[src/rtl/ysyx_25040109_mem_arbiter_pkg.sv]
// Shared types for the core-side memory arbiter.
// FSM states, bus response codes and default widths.
package ysyx_25040109_mem_arbiter_pkg;

  localparam int DEF_ADDR_W = 32;
  localparam int DEF_DATA_W = 32;

  localparam logic [1:0] RESP_OKAY   = 2'b00;
  localparam logic [1:0] RESP_SLVERR = 2'b10;
  localparam logic [1:0] RESP_DECERR = 2'b11;

  typedef enum logic [2:0] {
    IDLE,
    I_AR,
    I_R,
    D_AR,
    D_R,
    D_WR,
    D_B
  } state_t;

  function automatic logic resp_err(
    input logic [1:0] resp
  );
    return resp != RESP_OKAY;
  endfunction

endpackage

[src/rtl/ysyx_25040109_mem_arbiter_if.sv]
// Bundle of imem/dmem core channels and the downstream bus.
// master: arbiter view; slave: core plus memory view.
interface ysyx_25040109_mem_arbiter_if
  import ysyx_25040109_mem_arbiter_pkg::*;
#(
  parameter int ADDR_W = DEF_ADDR_W,
  parameter int DATA_W = DEF_DATA_W
);

  localparam int STRB_W = DATA_W / 8;

  logic              imem_arvalid;
  logic              imem_arready;
  logic [ADDR_W-1:0] imem_araddr;
  logic              imem_rvalid;
  logic              imem_rready;
  logic [DATA_W-1:0] imem_rdata;

  logic              dmem_arvalid;
  logic              dmem_arready;
  logic [ADDR_W-1:0] dmem_araddr;
  logic              dmem_rvalid;
  logic              dmem_rready;
  logic [DATA_W-1:0] dmem_rdata;
  logic              dmem_awvalid;
  logic              dmem_awready;
  logic [ADDR_W-1:0] dmem_awaddr;
  logic              dmem_wen;
  logic              dmem_wvalid;
  logic              dmem_wready;
  logic [DATA_W-1:0] dmem_wdata;
  logic [STRB_W-1:0] dmem_wmask;

  logic              m_arvalid;
  logic              m_arready;
  logic [ADDR_W-1:0] m_araddr;
  logic              m_rvalid;
  logic              m_rready;
  logic [DATA_W-1:0] m_rdata;
  logic [1:0]        m_rresp;
  logic              m_awvalid;
  logic              m_awready;
  logic [ADDR_W-1:0] m_awaddr;
  logic              m_wvalid;
  logic              m_wready;
  logic [DATA_W-1:0] m_wdata;
  logic [STRB_W-1:0] m_wstrb;
  logic              m_bvalid;
  logic              m_bready;
  logic [1:0]        m_bresp;

  logic              bus_err;

  modport master (
    input  imem_arvalid, imem_araddr,
    input  imem_rready,
    output imem_arready, imem_rvalid,
    output imem_rdata,
    input  dmem_arvalid, dmem_araddr,
    input  dmem_rready,
    output dmem_arready, dmem_rvalid,
    output dmem_rdata,
    input  dmem_awvalid, dmem_awaddr,
    input  dmem_wen, dmem_wvalid,
    input  dmem_wdata, dmem_wmask,
    output dmem_awready, dmem_wready,
    output m_arvalid, m_araddr,
    input  m_arready,
    input  m_rvalid, m_rdata, m_rresp,
    output m_rready,
    output m_awvalid, m_awaddr,
    input  m_awready,
    output m_wvalid, m_wdata, m_wstrb,
    input  m_wready,
    input  m_bvalid, m_bresp,
    output m_bready,
    output bus_err
  );

  modport slave (
    output imem_arvalid, imem_araddr,
    output imem_rready,
    input  imem_arready, imem_rvalid,
    input  imem_rdata,
    output dmem_arvalid, dmem_araddr,
    output dmem_rready,
    input  dmem_arready, dmem_rvalid,
    input  dmem_rdata,
    output dmem_awvalid, dmem_awaddr,
    output dmem_wen, dmem_wvalid,
    output dmem_wdata, dmem_wmask,
    input  dmem_awready, dmem_wready,
    input  m_arvalid, m_araddr,
    output m_arready,
    output m_rvalid, m_rdata, m_rresp,
    input  m_rready,
    input  m_awvalid, m_awaddr,
    output m_awready,
    input  m_wvalid, m_wdata, m_wstrb,
    output m_wready,
    output m_bvalid, m_bresp,
    input  m_bready,
    input  bus_err
  );

endinterface

[src/rtl/ysyx_25040109_mem_arbiter.sv]
// Two-master one-slave arbiter, one transaction in flight.
// Priority: dmem write, dmem read, imem read.
module ysyx_25040109_mem_arbiter
  import ysyx_25040109_mem_arbiter_pkg::*;
(
  input  logic clk,
  input  logic rst,
  ysyx_25040109_mem_arbiter_if.master bus
);

  state_t state;
  state_t state_n;
  logic   aw_done;
  logic   aw_done_n;
  logic   w_done;
  logic   w_done_n;
  logic   aw_fire;
  logic   w_fire;

  // State and write-progress flags, sync active-low reset.
  always_ff @(posedge clk) begin
    if (!rst) begin
      state   <= IDLE;
      aw_done <= 1'b0;
      w_done  <= 1'b0;
    end else begin
      state   <= state_n;
      aw_done <= aw_done_n;
      w_done  <= w_done_n;
    end
  end

  // Next state, flag updates and granted-channel routing.
  always_comb begin
    state_n   = state;
    aw_done_n = aw_done;
    w_done_n  = w_done;
    aw_fire   = 1'b0;
    w_fire    = 1'b0;

    bus.imem_arready = 1'b0;
    bus.imem_rvalid  = 1'b0;
    bus.imem_rdata   = '0;
    bus.dmem_arready = 1'b0;
    bus.dmem_rvalid  = 1'b0;
    bus.dmem_rdata   = '0;
    bus.dmem_awready = 1'b0;
    bus.dmem_wready  = 1'b0;

    bus.m_arvalid = 1'b0;
    bus.m_araddr  = '0;
    bus.m_rready  = 1'b0;
    bus.m_awvalid = 1'b0;
    bus.m_awaddr  = bus.dmem_awaddr;
    bus.m_wvalid  = 1'b0;
    bus.m_wdata   = bus.dmem_wdata;
    bus.m_wstrb   = bus.dmem_wmask;
    bus.m_bready  = 1'b0;
    bus.bus_err   = 1'b0;

    unique case (state)
      IDLE: begin
        if (bus.dmem_awvalid && bus.dmem_wen) begin
          state_n = D_WR;
        end else if (bus.dmem_arvalid) begin
          state_n = D_AR;
        end else if (bus.imem_arvalid) begin
          state_n = I_AR;
        end
      end

      I_AR: begin
        bus.m_arvalid    = bus.imem_arvalid;
        bus.m_araddr     = bus.imem_araddr;
        bus.imem_arready = bus.m_arready;
        if (bus.imem_arvalid && bus.m_arready) begin
          state_n = I_R;
        end
      end

      I_R: begin
        bus.imem_rvalid = bus.m_rvalid;
        bus.imem_rdata  = bus.m_rdata;
        bus.m_rready    = bus.imem_rready;
        if (bus.m_rvalid && bus.imem_rready) begin
          bus.bus_err = resp_err(bus.m_rresp);
          state_n     = IDLE;
        end
      end

      D_AR: begin
        bus.m_arvalid    = bus.dmem_arvalid;
        bus.m_araddr     = bus.dmem_araddr;
        bus.dmem_arready = bus.m_arready;
        if (bus.dmem_arvalid && bus.m_arready) begin
          state_n = D_R;
        end
      end

      D_R: begin
        bus.dmem_rvalid = bus.m_rvalid;
        bus.dmem_rdata  = bus.m_rdata;
        bus.m_rready    = bus.dmem_rready;
        if (bus.m_rvalid && bus.dmem_rready) begin
          bus.bus_err = resp_err(bus.m_rresp);
          state_n     = IDLE;
        end
      end

      D_WR: begin
        bus.m_awvalid    = bus.dmem_awvalid && !aw_done;
        bus.m_wvalid     = bus.dmem_wvalid && !w_done;
        bus.dmem_awready = bus.m_awready && !aw_done;
        aw_fire = bus.dmem_awvalid && !aw_done
                && bus.m_awready;
        w_fire  = bus.dmem_wvalid && !w_done
                && bus.m_wready;
        aw_done_n = aw_done || aw_fire;
        w_done_n  = w_done || w_fire;
        if (aw_done_n && w_done_n) begin
          state_n = D_B;
        end
      end

      D_B: begin
        bus.m_bready = 1'b1;
        if (bus.m_bvalid) begin
          bus.dmem_wready = 1'b1;
          bus.bus_err     = resp_err(bus.m_bresp);
          aw_done_n       = 1'b0;
          w_done_n        = 1'b0;
          state_n         = IDLE;
        end
      end

      default: begin
        state_n   = IDLE;
        aw_done_n = 1'b0;
        w_done_n  = 1'b0;
      end
    endcase
  end

endmodule

[src/flat_wrapper.sv]
// flat-port wrapper written by rule: the top's interface ports become plain ports
module ysyx_25040109_mem_arbiter_flat import ysyx_25040109_mem_arbiter_pkg::*;
  (clk, rst, bus_imem_arvalid, bus_imem_araddr, bus_imem_rready, bus_imem_arready, bus_imem_rvalid, bus_imem_rdata, bus_dmem_arvalid, bus_dmem_araddr, bus_dmem_rready, bus_dmem_arready, bus_dmem_rvalid, bus_dmem_rdata, bus_dmem_awvalid, bus_dmem_awaddr, bus_dmem_wen, bus_dmem_wvalid, bus_dmem_wdata, bus_dmem_wmask, bus_dmem_awready, bus_dmem_wready, bus_m_arvalid, bus_m_araddr, bus_m_arready, bus_m_rvalid, bus_m_rdata, bus_m_rresp, bus_m_rready, bus_m_awvalid, bus_m_awaddr, bus_m_awready, bus_m_wvalid, bus_m_wdata, bus_m_wstrb, bus_m_wready, bus_m_bvalid, bus_m_bresp, bus_m_bready, bus_bus_err);
  ysyx_25040109_mem_arbiter_if bus_i ();
  input  logic clk;
  input  logic rst;
  input wire logic [$bits(bus_i.imem_arvalid)-1:0] bus_imem_arvalid;
  input wire logic [$bits(bus_i.imem_araddr)-1:0] bus_imem_araddr;
  input wire logic [$bits(bus_i.imem_rready)-1:0] bus_imem_rready;
  output wire logic [$bits(bus_i.imem_arready)-1:0] bus_imem_arready;
  output wire logic [$bits(bus_i.imem_rvalid)-1:0] bus_imem_rvalid;
  output wire logic [$bits(bus_i.imem_rdata)-1:0] bus_imem_rdata;
  input wire logic [$bits(bus_i.dmem_arvalid)-1:0] bus_dmem_arvalid;
  input wire logic [$bits(bus_i.dmem_araddr)-1:0] bus_dmem_araddr;
  input wire logic [$bits(bus_i.dmem_rready)-1:0] bus_dmem_rready;
  output wire logic [$bits(bus_i.dmem_arready)-1:0] bus_dmem_arready;
  output wire logic [$bits(bus_i.dmem_rvalid)-1:0] bus_dmem_rvalid;
  output wire logic [$bits(bus_i.dmem_rdata)-1:0] bus_dmem_rdata;
  input wire logic [$bits(bus_i.dmem_awvalid)-1:0] bus_dmem_awvalid;
  input wire logic [$bits(bus_i.dmem_awaddr)-1:0] bus_dmem_awaddr;
  input wire logic [$bits(bus_i.dmem_wen)-1:0] bus_dmem_wen;
  input wire logic [$bits(bus_i.dmem_wvalid)-1:0] bus_dmem_wvalid;
  input wire logic [$bits(bus_i.dmem_wdata)-1:0] bus_dmem_wdata;
  input wire logic [$bits(bus_i.dmem_wmask)-1:0] bus_dmem_wmask;
  output wire logic [$bits(bus_i.dmem_awready)-1:0] bus_dmem_awready;
  output wire logic [$bits(bus_i.dmem_wready)-1:0] bus_dmem_wready;
  output wire logic [$bits(bus_i.m_arvalid)-1:0] bus_m_arvalid;
  output wire logic [$bits(bus_i.m_araddr)-1:0] bus_m_araddr;
  input wire logic [$bits(bus_i.m_arready)-1:0] bus_m_arready;
  input wire logic [$bits(bus_i.m_rvalid)-1:0] bus_m_rvalid;
  input wire logic [$bits(bus_i.m_rdata)-1:0] bus_m_rdata;
  input wire logic [$bits(bus_i.m_rresp)-1:0] bus_m_rresp;
  output wire logic [$bits(bus_i.m_rready)-1:0] bus_m_rready;
  output wire logic [$bits(bus_i.m_awvalid)-1:0] bus_m_awvalid;
  output wire logic [$bits(bus_i.m_awaddr)-1:0] bus_m_awaddr;
  input wire logic [$bits(bus_i.m_awready)-1:0] bus_m_awready;
  output wire logic [$bits(bus_i.m_wvalid)-1:0] bus_m_wvalid;
  output wire logic [$bits(bus_i.m_wdata)-1:0] bus_m_wdata;
  output wire logic [$bits(bus_i.m_wstrb)-1:0] bus_m_wstrb;
  input wire logic [$bits(bus_i.m_wready)-1:0] bus_m_wready;
  input wire logic [$bits(bus_i.m_bvalid)-1:0] bus_m_bvalid;
  input wire logic [$bits(bus_i.m_bresp)-1:0] bus_m_bresp;
  output wire logic [$bits(bus_i.m_bready)-1:0] bus_m_bready;
  output wire logic [$bits(bus_i.bus_err)-1:0] bus_bus_err;
  assign bus_i.imem_arvalid = bus_imem_arvalid;
  assign bus_i.imem_araddr = bus_imem_araddr;
  assign bus_i.imem_rready = bus_imem_rready;
  assign bus_imem_arready = bus_i.imem_arready;
  assign bus_imem_rvalid = bus_i.imem_rvalid;
  assign bus_imem_rdata = bus_i.imem_rdata;
  assign bus_i.dmem_arvalid = bus_dmem_arvalid;
  assign bus_i.dmem_araddr = bus_dmem_araddr;
  assign bus_i.dmem_rready = bus_dmem_rready;
  assign bus_dmem_arready = bus_i.dmem_arready;
  assign bus_dmem_rvalid = bus_i.dmem_rvalid;
  assign bus_dmem_rdata = bus_i.dmem_rdata;
  assign bus_i.dmem_awvalid = bus_dmem_awvalid;
  assign bus_i.dmem_awaddr = bus_dmem_awaddr;
  assign bus_i.dmem_wen = bus_dmem_wen;
  assign bus_i.dmem_wvalid = bus_dmem_wvalid;
  assign bus_i.dmem_wdata = bus_dmem_wdata;
  assign bus_i.dmem_wmask = bus_dmem_wmask;
  assign bus_dmem_awready = bus_i.dmem_awready;
  assign bus_dmem_wready = bus_i.dmem_wready;
  assign bus_m_arvalid = bus_i.m_arvalid;
  assign bus_m_araddr = bus_i.m_araddr;
  assign bus_i.m_arready = bus_m_arready;
  assign bus_i.m_rvalid = bus_m_rvalid;
  assign bus_i.m_rdata = bus_m_rdata;
  assign bus_i.m_rresp = bus_m_rresp;
  assign bus_m_rready = bus_i.m_rready;
  assign bus_m_awvalid = bus_i.m_awvalid;
  assign bus_m_awaddr = bus_i.m_awaddr;
  assign bus_i.m_awready = bus_m_awready;
  assign bus_m_wvalid = bus_i.m_wvalid;
  assign bus_m_wdata = bus_i.m_wdata;
  assign bus_m_wstrb = bus_i.m_wstrb;
  assign bus_i.m_wready = bus_m_wready;
  assign bus_i.m_bvalid = bus_m_bvalid;
  assign bus_i.m_bresp = bus_m_bresp;
  assign bus_m_bready = bus_i.m_bready;
  assign bus_bus_err = bus_i.bus_err;
  ysyx_25040109_mem_arbiter u_core (.clk(clk), .rst(rst), .bus(bus_i));
endmodule
[config.mk]
export PLATFORM = sky130hd
export DESIGN_NAME = ysyx_25040109_mem_arbiter_flat
export DESIGN_NICKNAME = d
export VERILOG_FILES = /design/src/rtl/ysyx_25040109_mem_arbiter_pkg.sv /design/src/rtl/ysyx_25040109_mem_arbiter_if.sv /design/src/rtl/ysyx_25040109_mem_arbiter.sv /design/src/flat_wrapper.sv
export SDC_FILE = /design/constraint.sdc
export NUM_CORES = 1
export LEC_CHECK = 0
export BUFFER_PORTS_ARGS = -buffer_cell sky130_fd_sc_hd__buf_2
export CAP_MARGIN = 20
export CORE_AREA = 10 10 132 134
export DETAILED_ROUTE_END_ITERATION = 10
export DIE_AREA = 0 0 142 144
export PLACE_DENSITY_LB_ADDON = 0.08
export SYNTH_ARGS = -nofsm -noshare
export SYNTH_HDL_FRONTEND = slang
export SYNTH_SLANG_ARGS = --single-unit
[constraint.sdc]
create_clock -name clk -period 3.5 [get_ports clk]
set_input_delay 0.35 -clock clk [delete_from_list [all_inputs] [get_ports clk]]
set_output_delay 0.35 -clock clk [all_outputs]
set_load 0.03 [all_outputs]
==> results of run 1 <==
==> cell usage in the layout, fill, tap and decap left out, drive strengths merged, types with 2 or more instances in the layout <==
| cell type | instances |
|---|---|
| buf | 226 |
| clkbuf | 4 |
| nor3b | 4 |
| nand3b | 2 |
| a22o | 35 |
| a32o | 2 |
| a31oi | 3 |
| inv | 2 |
| nor2b | 3 |
| and3 | 2 |
| and2 | 70 |
| o21a | 2 |
| a21oi | 2 |
| nor2 | 3 |
| a21o | 4 |
| nand2 | 5 |
| dfxtp | 5 |
| nor3 | 2 |
==> layer usage <==
metal	vias up	global-route usage	routed length [microns]
met3	38	0.0554	1690
met4	0	0.0334	317
met1	967	0.0706	2930
met2	202	0.171	5200
met5	-	0	0
li1	1060	-	-
==> synthesized netlist by cell type (2+ instances only) <==
master	count
sky130_fd_sc_hd__a21o_1	4
sky130_fd_sc_hd__a21oi_1	2
sky130_fd_sc_hd__a22o_1	35
sky130_fd_sc_hd__a31oi_1	3
sky130_fd_sc_hd__a32o_1	2
sky130_fd_sc_hd__and2_1	70
sky130_fd_sc_hd__and3_1	2
sky130_fd_sc_hd__buf_2	6
sky130_fd_sc_hd__buf_4	68
sky130_fd_sc_hd__clkbuf_1	9
sky130_fd_sc_hd__dfxtp_1	5
sky130_fd_sc_hd__inv_1	2
sky130_fd_sc_hd__nand2_1	5
sky130_fd_sc_hd__nand3b_1	2
sky130_fd_sc_hd__nor2_1	3
sky130_fd_sc_hd__nor2b_1	3
sky130_fd_sc_hd__nor3b_1	3
sky130_fd_sc_hd__o21a_1	2
==> worst max path at each step <==
stage	startpoint	to	slack, ps
6_report	u_core.state[1]	bus_bus_err	1090
5_1_grt	u_core.state[2]	bus_dmem_rdata[4]	870
4_1_cts	u_core.state[0]	bus_m_araddr[31]	1030
3_5_place_dp	u_core.state[0]	bus_m_araddr[31]	1280
3_3_place_gp	u_core.state[0]	bus_m_araddr[31]	1260
2_1_floorplan	u_core.state[1]	bus_bus_err	1560
==> flip-flops by register name (all words and copies together), names as in the netlist <==
register,count
u_core.state,3
u_core.aw_done,1
u_core.w_done,1
==> critical path: stages (launching register included) <==
cell and delay [ps]:
sky130_fd_sc_hd__dfxtp_1 560, sky130_fd_sc_hd__inv_1 170, sky130_fd_sc_hd__nor3_2 180, sky130_fd_sc_hd__buf_4 300, sky130_fd_sc_hd__a22o_1 260, sky130_fd_sc_hd__a22o_1 150
sky130_fd_sc_hd__buf_2 190
==> power by group through the flow <==
| stage | registers, mW | logic, mW | clock network [mW] |
|---|---|---|---|
| after floorplan | 0.0795 | 1.18 | 0 |
| after global placement | 0.120 | 1.47 | 0 |
| after detailed placement | 0.118 | 1.44 | 0 |
| after CTS | 0.118 | 1.44 | 0.190 |
| after global routing | 0.127 | 1.53 | 0.194 |
| final | 0.119 | 1.41 | 0.188 |
==> kinds of logic (layout without fill, tap and decap cells) <==
| logic type | count (synthesis) | after routing |
|---|---|---|
| buffers and inverters | 86 | 232 |
| XOR/XNOR | 1 | 1 |
| multiplexers | 1 | 1 |
| AO/OA/AOI/OAI | 55 | 55 |
| flip-flops | 5 | 5 |
| AND/OR/NAND/NOR | 96 | 96 |
==> through the flow <==
| step | instance area, sq um | hold WS (ps) | worst slack, ps | std cells | power (mW) |
|---|---|---|---|---|---|
| after floorplan | 1780 | 462 | 1560 | 244 | 1.26 |
| after global placement | 2570 | 489 | 1260 | 574 | 1.59 |
| after detailed placement | 2570 | 493 | 1280 | 574 | 1.56 |
| after CTS | 2650 | 399 | 1030 | 578 | 1.75 |
| after global routing | 2650 | 404 | 867 | 578 | 1.85 |
| final | 2650 | 396 | 1090 | 578 | 1.72 |
==> layout make-up <==
class | instances | area (sq um) | share of cell area
inverters | 2 | 7.51 | 0.00283
well taps | 188 | 235 | 0.0887
multi-input cells | 153 | 1090 | 0.410
clock buffers | 4 | 78.8 | 0.0297
repair buffers | 226 | 1140 | 0.431
flip-flops and latches | 5 | 100 | 0.0378
==> run metrics, run 1 <==
Max H-tree Level=1; switching power summed over all nets=1.01 mW; status=completed; endpoints failing hold=0; number of standard cells after synthesis=244; Yosys top cell by area=sky130_fd_sc_hd__buf_4; clock latency on the worst-skew pair=230 ps; Area growth, synth to finish=49.2%; kind of capture point of the worst setup path=output pin; Clock Skews=0.504 ps; clock share of power=0.110; Max Root-Sink Buffers=2; compound-gate portion of the synthesized area=0.259; Most used DFF post-synth=sky130_fd_sc_hd__dfxtp_1; max_cap viols=0; average size of a mapped cell=7.28 sq um; Worst Path Class, Setup=register to output pin; CTS tree=built; drt drc=0; required time of the worst setup path=3150 ps; Worst-Margin Slew=491 ps; effective utilization at floorplan=0.120; Arrival @ worst endpoint=2060 ps; DIE WIDTH=142 microns; Core Area=14900 sq um; cells taking the most area after synthesis=sky130_fd_sc_hd__buf_4 (29%), sky130_fd_sc_hd__and2_1 (25%), sky130_fd_sc_hd__a22o_1 (17%); total negative slack=0 ps; proportion of total power due to net switching=0.591; number of buffers created by CTS=3; Combinational Power Share=0.821; hold-fix buffers at CTS=0; number of cells upsized or downsized after cts=0; multiplexer fraction of the synthesized cell area=0.00563; main combinational cell family by area after synthesis=simple AND/OR/NAND/NOR gates; die extent in y=144 microns; number of global-route vias before repair=2475; floorplan row count=45; top fanout value on the critical path=34; first-pass GRT wire length=14.6 mm; Mapped Nets=426; largest net degree at the start of global routing=35; post-synthesis sequential area ratio=0.0563; count of endpoints failing setup in the final report=0; sum of routed wire length over all layers=10.1 mm; initial detailed-routing violation count=37; count of vias placed by the detailed router=2267; Cell Int Power=0.702 mW; hold path endpoint=u_core.w_done; initial antenna violation count=0; number of buffers inserted by port buffering=221; Layout Utilization=0.178; number of library cell types mapped by synthesis=36; Final HPWL DP=9.08 mm; post-synthesis share of cell area spent on full adders, half adders and majority gates=0; clock-pin transition on the worst setup and hold timing paths=30 ps; final clock period utilization by the worst path=0.688; detailed-route vias per instance=3.92; area of the die=20400 sq um; number of nets with antenna violations after detailed routing=0; terminus of the critical flop-to-flop path=u_core.state[2]; worst hold path cell count=3; layout cell share with drive strength beyond 1=0.603; Max-Slew Margin vs Limit=0.672; register share of total power=0.069; Hold Path Class=input port to register; FFs w/ async S/R, synth=0; count of antenna diodes in the layout=0; CTS root buf=sky130_fd_sc_hd__clkbuf_16; wire per inst=17.5 microns; launch instance of the worst register-to-register path=u_core.state[2]; final-layout fill cell count=1726; # IOs=358; count of clock tree sinks=5; setup slack on the worst flop-to-flop path=1590 ps; post-layout min period=2410 ps; Setup Buffers After CTS=0; Yosys warning count=0; simple-gate share of the synthesized area=0.340; # nets final=573; Worst Min Path Start=bus_m_wready; GRT Util Overall=0.0893; leakage component of the power=1.60 nW; reg2reg path depth=5; power density normalized to cell area=647 nW/um^2; iteration count of the initial detailed-routing pass=4; synthesis-stage register bit count=5; maximum VDD drop=135 uV; final weighted congestion in routability-driven placement=0.687; startpoint type of the worst setup path=register; Post-synth EDFFs=0; cell area after synthesis=1780 sq um; Final Max Tran Viols=0; Yosys top cell area share=0.287; overflow left after global routing=0; Max Fclk=415 MHz; XOR/XNOR share of the synthesized area=0.00493; unrepaired setup endpoints after global routing=false
(Power assumes the default switching activity.)
==> run 2, diff against run 1 <==
Settings changed: CORE_AREA 10 10 132 134 to 10 10 130 132, DIE_AREA 0 0 142 144 to 0 0 140 142.
Clock period 3.5 ns to 2 ns, I/O delays scaled along.
==> run metrics, run 2 (synthesized netlist as in run 1, its figures left out) <==
status=completed (unchanged); hold-fix buffers at CTS=0 (unchanged); die extent in y=142 microns (was 144 microns); Clock Skews=3.50 ps (was 0.504 ps); largest net degree at the start of global routing=35 (unchanged); initial antenna violation count=0 (unchanged); Top Family by Delay on Critical Path=buffers and inverters (unchanged); Max Root-Sink Buffers=2 (unchanged); Top reg by flops=u_core.state (unchanged); count of clock tree sinks=5 (unchanged); most frequent cells in the layout=sky130_fd_sc_hd__buf_2 (221), sky130_fd_sc_hd__and2_1 (70), sky130_fd_sc_hd__a22o_1 (35) (unchanged); Worst Path Class, Setup=register to output pin (unchanged); drt drc=0 (unchanged); sum of routed wire length over all layers=10.3 mm (was 10.1 mm); max_cap viols=0 (unchanged); endpoints failing hold=0 (unchanged); iteration count of the initial detailed-routing pass=4 (unchanged); top flop regs=u_core.state (3), u_core.aw_done (1), u_core.w_done (1) (unchanged); Worst Min Path Start=bus_m_awready (was bus_m_wready); final weighted congestion in routability-driven placement=0.787 (was 0.687); overflow left after global routing=0 (unchanged); number of buffers inserted by port buffering=221 (unchanged); final std cells w/o fill=578 (unchanged); final clock period utilization by the worst path=0.924; number of stages on the worst setup path=5 (was 6); total negative slack=0 ps (unchanged); Worst-Margin Slew=378 ps (was 491 ps); post-layout min period=1850 ps; number of global-route vias before repair=2560 (was 2475); count of endpoints failing setup in the final report=0 (unchanged); most common cell after layout, fill and taps aside=sky130_fd_sc_hd__buf_2 (unchanged); WP buf/inv=3 (unchanged); area of the die=19900 sq um (was 20400 sq um); clock-pin transition on the worst setup and hold timing paths=40 ps (was 30 ps); CTS tree=built (unchanged); top fanout value on the critical path=34 (unchanged); maximum VDD drop=260 uV (was 135 uV); count of vias placed by the detailed router=2318 (was 2267); launch instance of the worst register-to-register path=u_core.state[2] (unchanged); required time of the worst setup path=1800 ps (was 3150 ps); detailed-route vias per instance=4.01 (was 3.92); unrepaired setup endpoints after global routing=false (unchanged); Hold Path Class=input port to register (unchanged); kind of capture point of the worst setup path=output pin (unchanged); Layout Utilization=0.190 (was 0.178); first-pass GRT wire length=15.0 mm (was 14.6 mm); floorplan row count=44 (was 45); Arrival @ worst endpoint=1650 ps (was 2060 ps); number of buffers created by CTS=3 (unchanged); reg2reg path depth=5 (unchanged); Final Max Tran Viols=0 (unchanged); worst path cell trace=buf_4, and3b_1, buf_6, a22o_1, buf_2 (was inv_1, nor3_2, buf_4, a22o_1, a22o_1, buf_2); effective utilization at floorplan=0.124 (was 0.120); count of antenna diodes in the layout=0 (unchanged); power density normalized to cell area=1150 nW/um^2 (was 647 nW/um^2); wire per inst=17.8 microns (was 17.5 microns); Placed Instances=574 (unchanged); clock latency on the worst-skew pair=220 ps (was 230 ps); setup slack on the worst flop-to-flop path=410 ps (was 1590 ps); DIE WIDTH=140 microns (was 142 microns); # IOs=358 (unchanged); cell with the biggest individual delay on the critical path=sky130_fd_sc_hd__dfxtp_1 (unchanged); startpoint type of the worst setup path=register (unchanged); number of nets with antenna violations after detailed routing=0 (unchanged); hold path endpoint=u_core.aw_done (was u_core.w_done); Final HPWL DP=9.23 mm (was 9.08 mm); layout cell share with drive strength beyond 1=0.609 (was 0.603); final worst hold slack=251 ps (was 396 ps); Area growth, synth to finish=52.7% (was 49.2%); leakage component of the power=1.62 nW (was 1.60 nW); CTS root buf=sky130_fd_sc_hd__clkbuf_16 (unchanged); Max-Slew Margin vs Limit=0.747 (was 0.672); Max Fclk=541 MHz; Core Area=14300 sq um (was 14900 sq um); GRT Util Overall=0.0936 (was 0.0893); # nets final=577 (was 573); Max H-tree Level=1 (unchanged); initial detailed-routing violation count=30 (was 37); final-layout fill cell count=1659 (was 1726); worst hold path cell count=3 (unchanged); biggest cell delay along the critical path=320 ps (was 560 ps); Tot Pwr=3.13 mW (was 1.72 mW); terminus of the critical flop-to-flop path=u_core.state[2] (unchanged); flip-flop count of the largest register after layout=3 (unchanged)
[run 2: cell count changes in the layout (fill, tap and decap cells not counted), sizes merged]
cell / before / now
buf: 226 / 230
[run 2: how the worst max path moves through the flow]
stage / startpoint / to / slack [ps]
finish: u_core.state[1] / bus_m_araddr[2] / 150
global route: u_core.state[1] / bus_m_araddr[9] / 3
CTS: u_core.state[0] / bus_m_arvalid / 20
detailed placement: u_core.state[0] / bus_m_arvalid / 270
global placement: u_core.state[0] / bus_m_arvalid / 240
floorplan: u_core.state[1] / bus_bus_err / 210
[run 2: tightest hold or removal path, stage by stage]
cell and delay, ps:
sky130_fd_sc_hd__buf_2 100, sky130_fd_sc_hd__a31oi_1 70, sky130_fd_sc_hd__nor2_1 70
[run 2: cell type report]
| class | count | area (sq um) | share of cell area |
|---|---|---|---|
| well taps | 184 | 230 | 0.0849 |
| flip-flops and latches | 5 | 101 | 0.0374 |
| multi-input cells | 153 | 1090 | 0.403 |
| clock buffers | 4 | 78.8 | 0.0291 |
| inverters | 2 | 7.51 | 0.00277 |
| repair buffers | 230 | 1200 | 0.443 |
[run 2: repair_timing]
action                     in CTS  in global routing
resized for setup               0                  2
setup endpoints to repair       0                 34
buffers inserted                0                  0
[run 2: power breakdown]
part | switching, mW | total [mW] | internal, mW
combinational | 1.71 | 2.64 | 0.926
sequential | 0.0392 | 0.167 | 0.128
clock | 0.0637 | 0.328 | 0.264
[run 2: metal layers]
| layer | track usage | share of wire | up-vias |
|---|---|---|---|
| met1 | 0.0802 | 0.31 | 1025 |
| met2 | 0.185 | 0.53 | 203 |
| met4 | 0.0196 | 0.018 | 0 |
| li1 | - | - | 1070 |
| met3 | 0.0511 | 0.14 | 20 |
| met5 | 0.00249 | 0 | - |
[run 2: stage by stage]
step / setup WS [ps] / instance area, sq um
floorplan: 211 / 1780
global placement: 242 / 2630
detailed placement: 273 / 2630
CTS: 22.5 / 2710
global route: 2.85 / 2710
finish: 151 / 2710
==> run 3, diff against run 2 <==
Clock period 2 ns to 1.5 ns, I/O delays scaled along.
==> run metrics, run 3 (synthesized netlist as in run 1, its figures left out) <==
detailed-route vias per instance=4.09 (was 4.01); most common cell after layout, fill and taps aside=sky130_fd_sc_hd__buf_6 (was sky130_fd_sc_hd__buf_2); # nets final=615 (was 577); combined flip-flop and latch cell area=106 sq um (was 101 sq um); DIE WIDTH=140 microns (unchanged); startpoint of the worst setup timing path=u_core.state[0] (was u_core.state[1]); top flop regs=u_core.state (3), u_core.aw_done (1), u_core.w_done (1) (unchanged); # IOs=358 (unchanged); most frequent cells in the layout=sky130_fd_sc_hd__buf_6 (126), sky130_fd_sc_hd__buf_2 (113), sky130_fd_sc_hd__and2_4 (69) (was sky130_fd_sc_hd__buf_2 (221), sky130_fd_sc_hd__and2_1 (70), sky130_fd_sc_hd__a22o_1 (35)); Core Area=14300 sq um (unchanged); CTS root buf=sky130_fd_sc_hd__clkbuf_16 (unchanged); power density normalized to cell area=1570 nW/um^2 (was 1150 nW/um^2); Max Root-Sink Buffers=2 (unchanged); Max-Slew Margin vs Limit=0.766 (was 0.747); flip-flop count of the largest register after layout=3 (unchanged); clock-pin transition on the worst setup and hold timing paths=40 ps (about the same); Clock Skews=1.35 ps (was 3.50 ps); multi-input logic area=1390 sq um (was 1090 sq um); largest net degree at the start of global routing=36 (was 35); Max Fclk=582 MHz; endpoints failing hold=0 (unchanged); layout cell share with drive strength beyond 1=0.845 (was 0.609); overflow left after global routing=0 (unchanged); floorplan row count=44 (unchanged); effective utilization at floorplan=0.124 (unchanged); final weighted congestion in routability-driven placement=0.849 (was 0.787); Hold Path Class=input port to register (unchanged); GRT Util Overall=0.114 (was 0.0936); die extent in y=142 microns (unchanged); drt drc=0 (unchanged); Worst-Margin Slew=351 ps (was 378 ps); unrepaired setup endpoints after global routing=true (was false); biggest cell delay along the critical path=340 ps (was 320 ps); Area growth, synth to finish=137% (was 52.7%); top fanout value on the critical path=9 (was 34); launch instance of the worst register-to-register path=u_core.state[0] (was u_core.state[2]); wire per inst=20.5 microns (was 17.8 microns); Top reg by flops=u_core.state (unchanged); startpoint type of the worst setup path=register (unchanged); number of nets with antenna violations after detailed routing=0 (unchanged); cell with the biggest individual delay on the critical path=sky130_fd_sc_hd__dfxtp_4 (was sky130_fd_sc_hd__dfxtp_1); status=finished, violations left (was completed); initial detailed-routing violation count=45 (was 30); clock latency on the worst-skew pair=230 ps (was 220 ps); Worst Path Class, Setup=register to output pin (unchanged); number of buffers inserted by port buffering=221 (unchanged); Arrival @ worst endpoint=1570 ps (was 1650 ps); final clock period utilization by the worst path=1.15; iteration count of the initial detailed-routing pass=4 (unchanged); Placed Instances=582 (was 574); count of clock tree sinks=5 (unchanged); maximum VDD drop=544 uV (was 260 uV); kind of capture point of the worst setup path=output pin (unchanged); Final HPWL DP=9.48 mm (was 9.23 mm); count of vias placed by the detailed router=2521 (was 2318); CTS tree=built (unchanged); number of buffers created by CTS=3 (unchanged); post-layout min period=1720 ps; Final Max Tran Viols=0 (unchanged); leakage component of the power=2.11 nW (was 1.62 nW); sum of routed wire length over all layers=12.6 mm (was 10.3 mm); initial antenna violation count=1 (was 0); Layout Utilization=0.294 (was 0.190); final std cells w/o fill=617 (was 578); required time of the worst setup path=1350 ps (was 1800 ps); max_cap viols=0 (unchanged); hold-fix buffers at CTS=0 (unchanged); final-layout fill cell count=1523 (was 1659); number of global-route vias before repair=2866 (was 2560); area of the die=19900 sq um (unchanged); violated checks=negative setup slack; Worst Min Path Start=rst (was bus_m_awready); count of endpoints failing setup in the final report=109 (was 0); Top Family by Delay on Critical Path=buffers and inverters (unchanged); worst path cell trace=buf_12, and3b_2, clkbuf_16, a22o_4, buf_6 (was buf_4, and3b_1, buf_6, a22o_1, buf_2); WP buf/inv=3 (unchanged); Max H-tree Level=1 (unchanged); first-pass GRT wire length=18.1 mm (was 15.0 mm); fin worst setup slack=-218 ps (was 151 ps)
-- run 3: report_power, final --
group | internal (mW) | switching [mW]
Sequential | 0.179 | 0.0313
Clock | 0.353 | 0.0985
Combinational | 3.07 | 2.89
Total | 3.60 | 3.02
-- run 3: worst paths after layout --
kind                           to  slack, ps  cells after the start
setup reg to reg  u_core.state[2]        -80                      7
hold reg to reg     u_core.w_done        510                      2
hold / removal    u_core.state[0]        190                      2
setup / recovery    bus_m_arvalid       -220                      5
-- run 3: layout make-up --
class                      instances  share of cell area
sequential                         5              0.0253
multi-input combinational        153               0.329
tap                              184              0.0547
timing repair buffer             268               0.570
clock buffer                       4              0.0187
inverter                           2             0.00178
antenna                            1            0.000595
-- run 3: metrics by stage --
| step | setup WS [ps] | TNS (ps) | hold slack (ps) | power (mW) | instance area [sq um] |
|---|---|---|---|---|---|
| final | -218 | -16230 | 192 | 6.62 | 4210 |
| after detailed placement | -42.4 | -179 | 300 | 3.95 | 2740 |
| after global routing | -257 | -22530 | 207 | 6.97 | 4210 |
| after global placement | -49.6 | -157 | 300 | 3.99 | 2740 |
| after floorplan | -122 | -417 | 268 | 2.99 | 1820 |
| after CTS | -201 | -13050 | 201 | 6.36 | 3990 |
-- run 3: routing by layer --
layer  global-route usage  part of all wire  up-vias
met1                0.103              0.31     1148
li1                     -                 -     1151
met5                    0                 0        -
met3               0.0641              0.14       20
met4               0.0288             0.016        0
met2                0.217              0.53      202
-- run 3: repair_timing --
item | 4_1_cts | 5_1_grt
cloned | 10 | 3
setup buffers | 11 | 9
endpoints found under the setup margin | 108 | 110
resized for setup | 320 | 32
pin swaps | 73 | 13
-- run 3: worst register-to-register path, stage by stage (launching register included) --
cell and delay, ps:
sky130_fd_sc_hd__dfxtp_4 340, sky130_fd_sc_hd__buf_4 150, sky130_fd_sc_hd__buf_16 120, sky130_fd_sc_hd__nand3b_1 240, sky130_fd_sc_hd__buf_6 160, sky130_fd_sc_hd__a21oi_4 40
sky130_fd_sc_hd__nor4_4 260, sky130_fd_sc_hd__mux2i_1 200
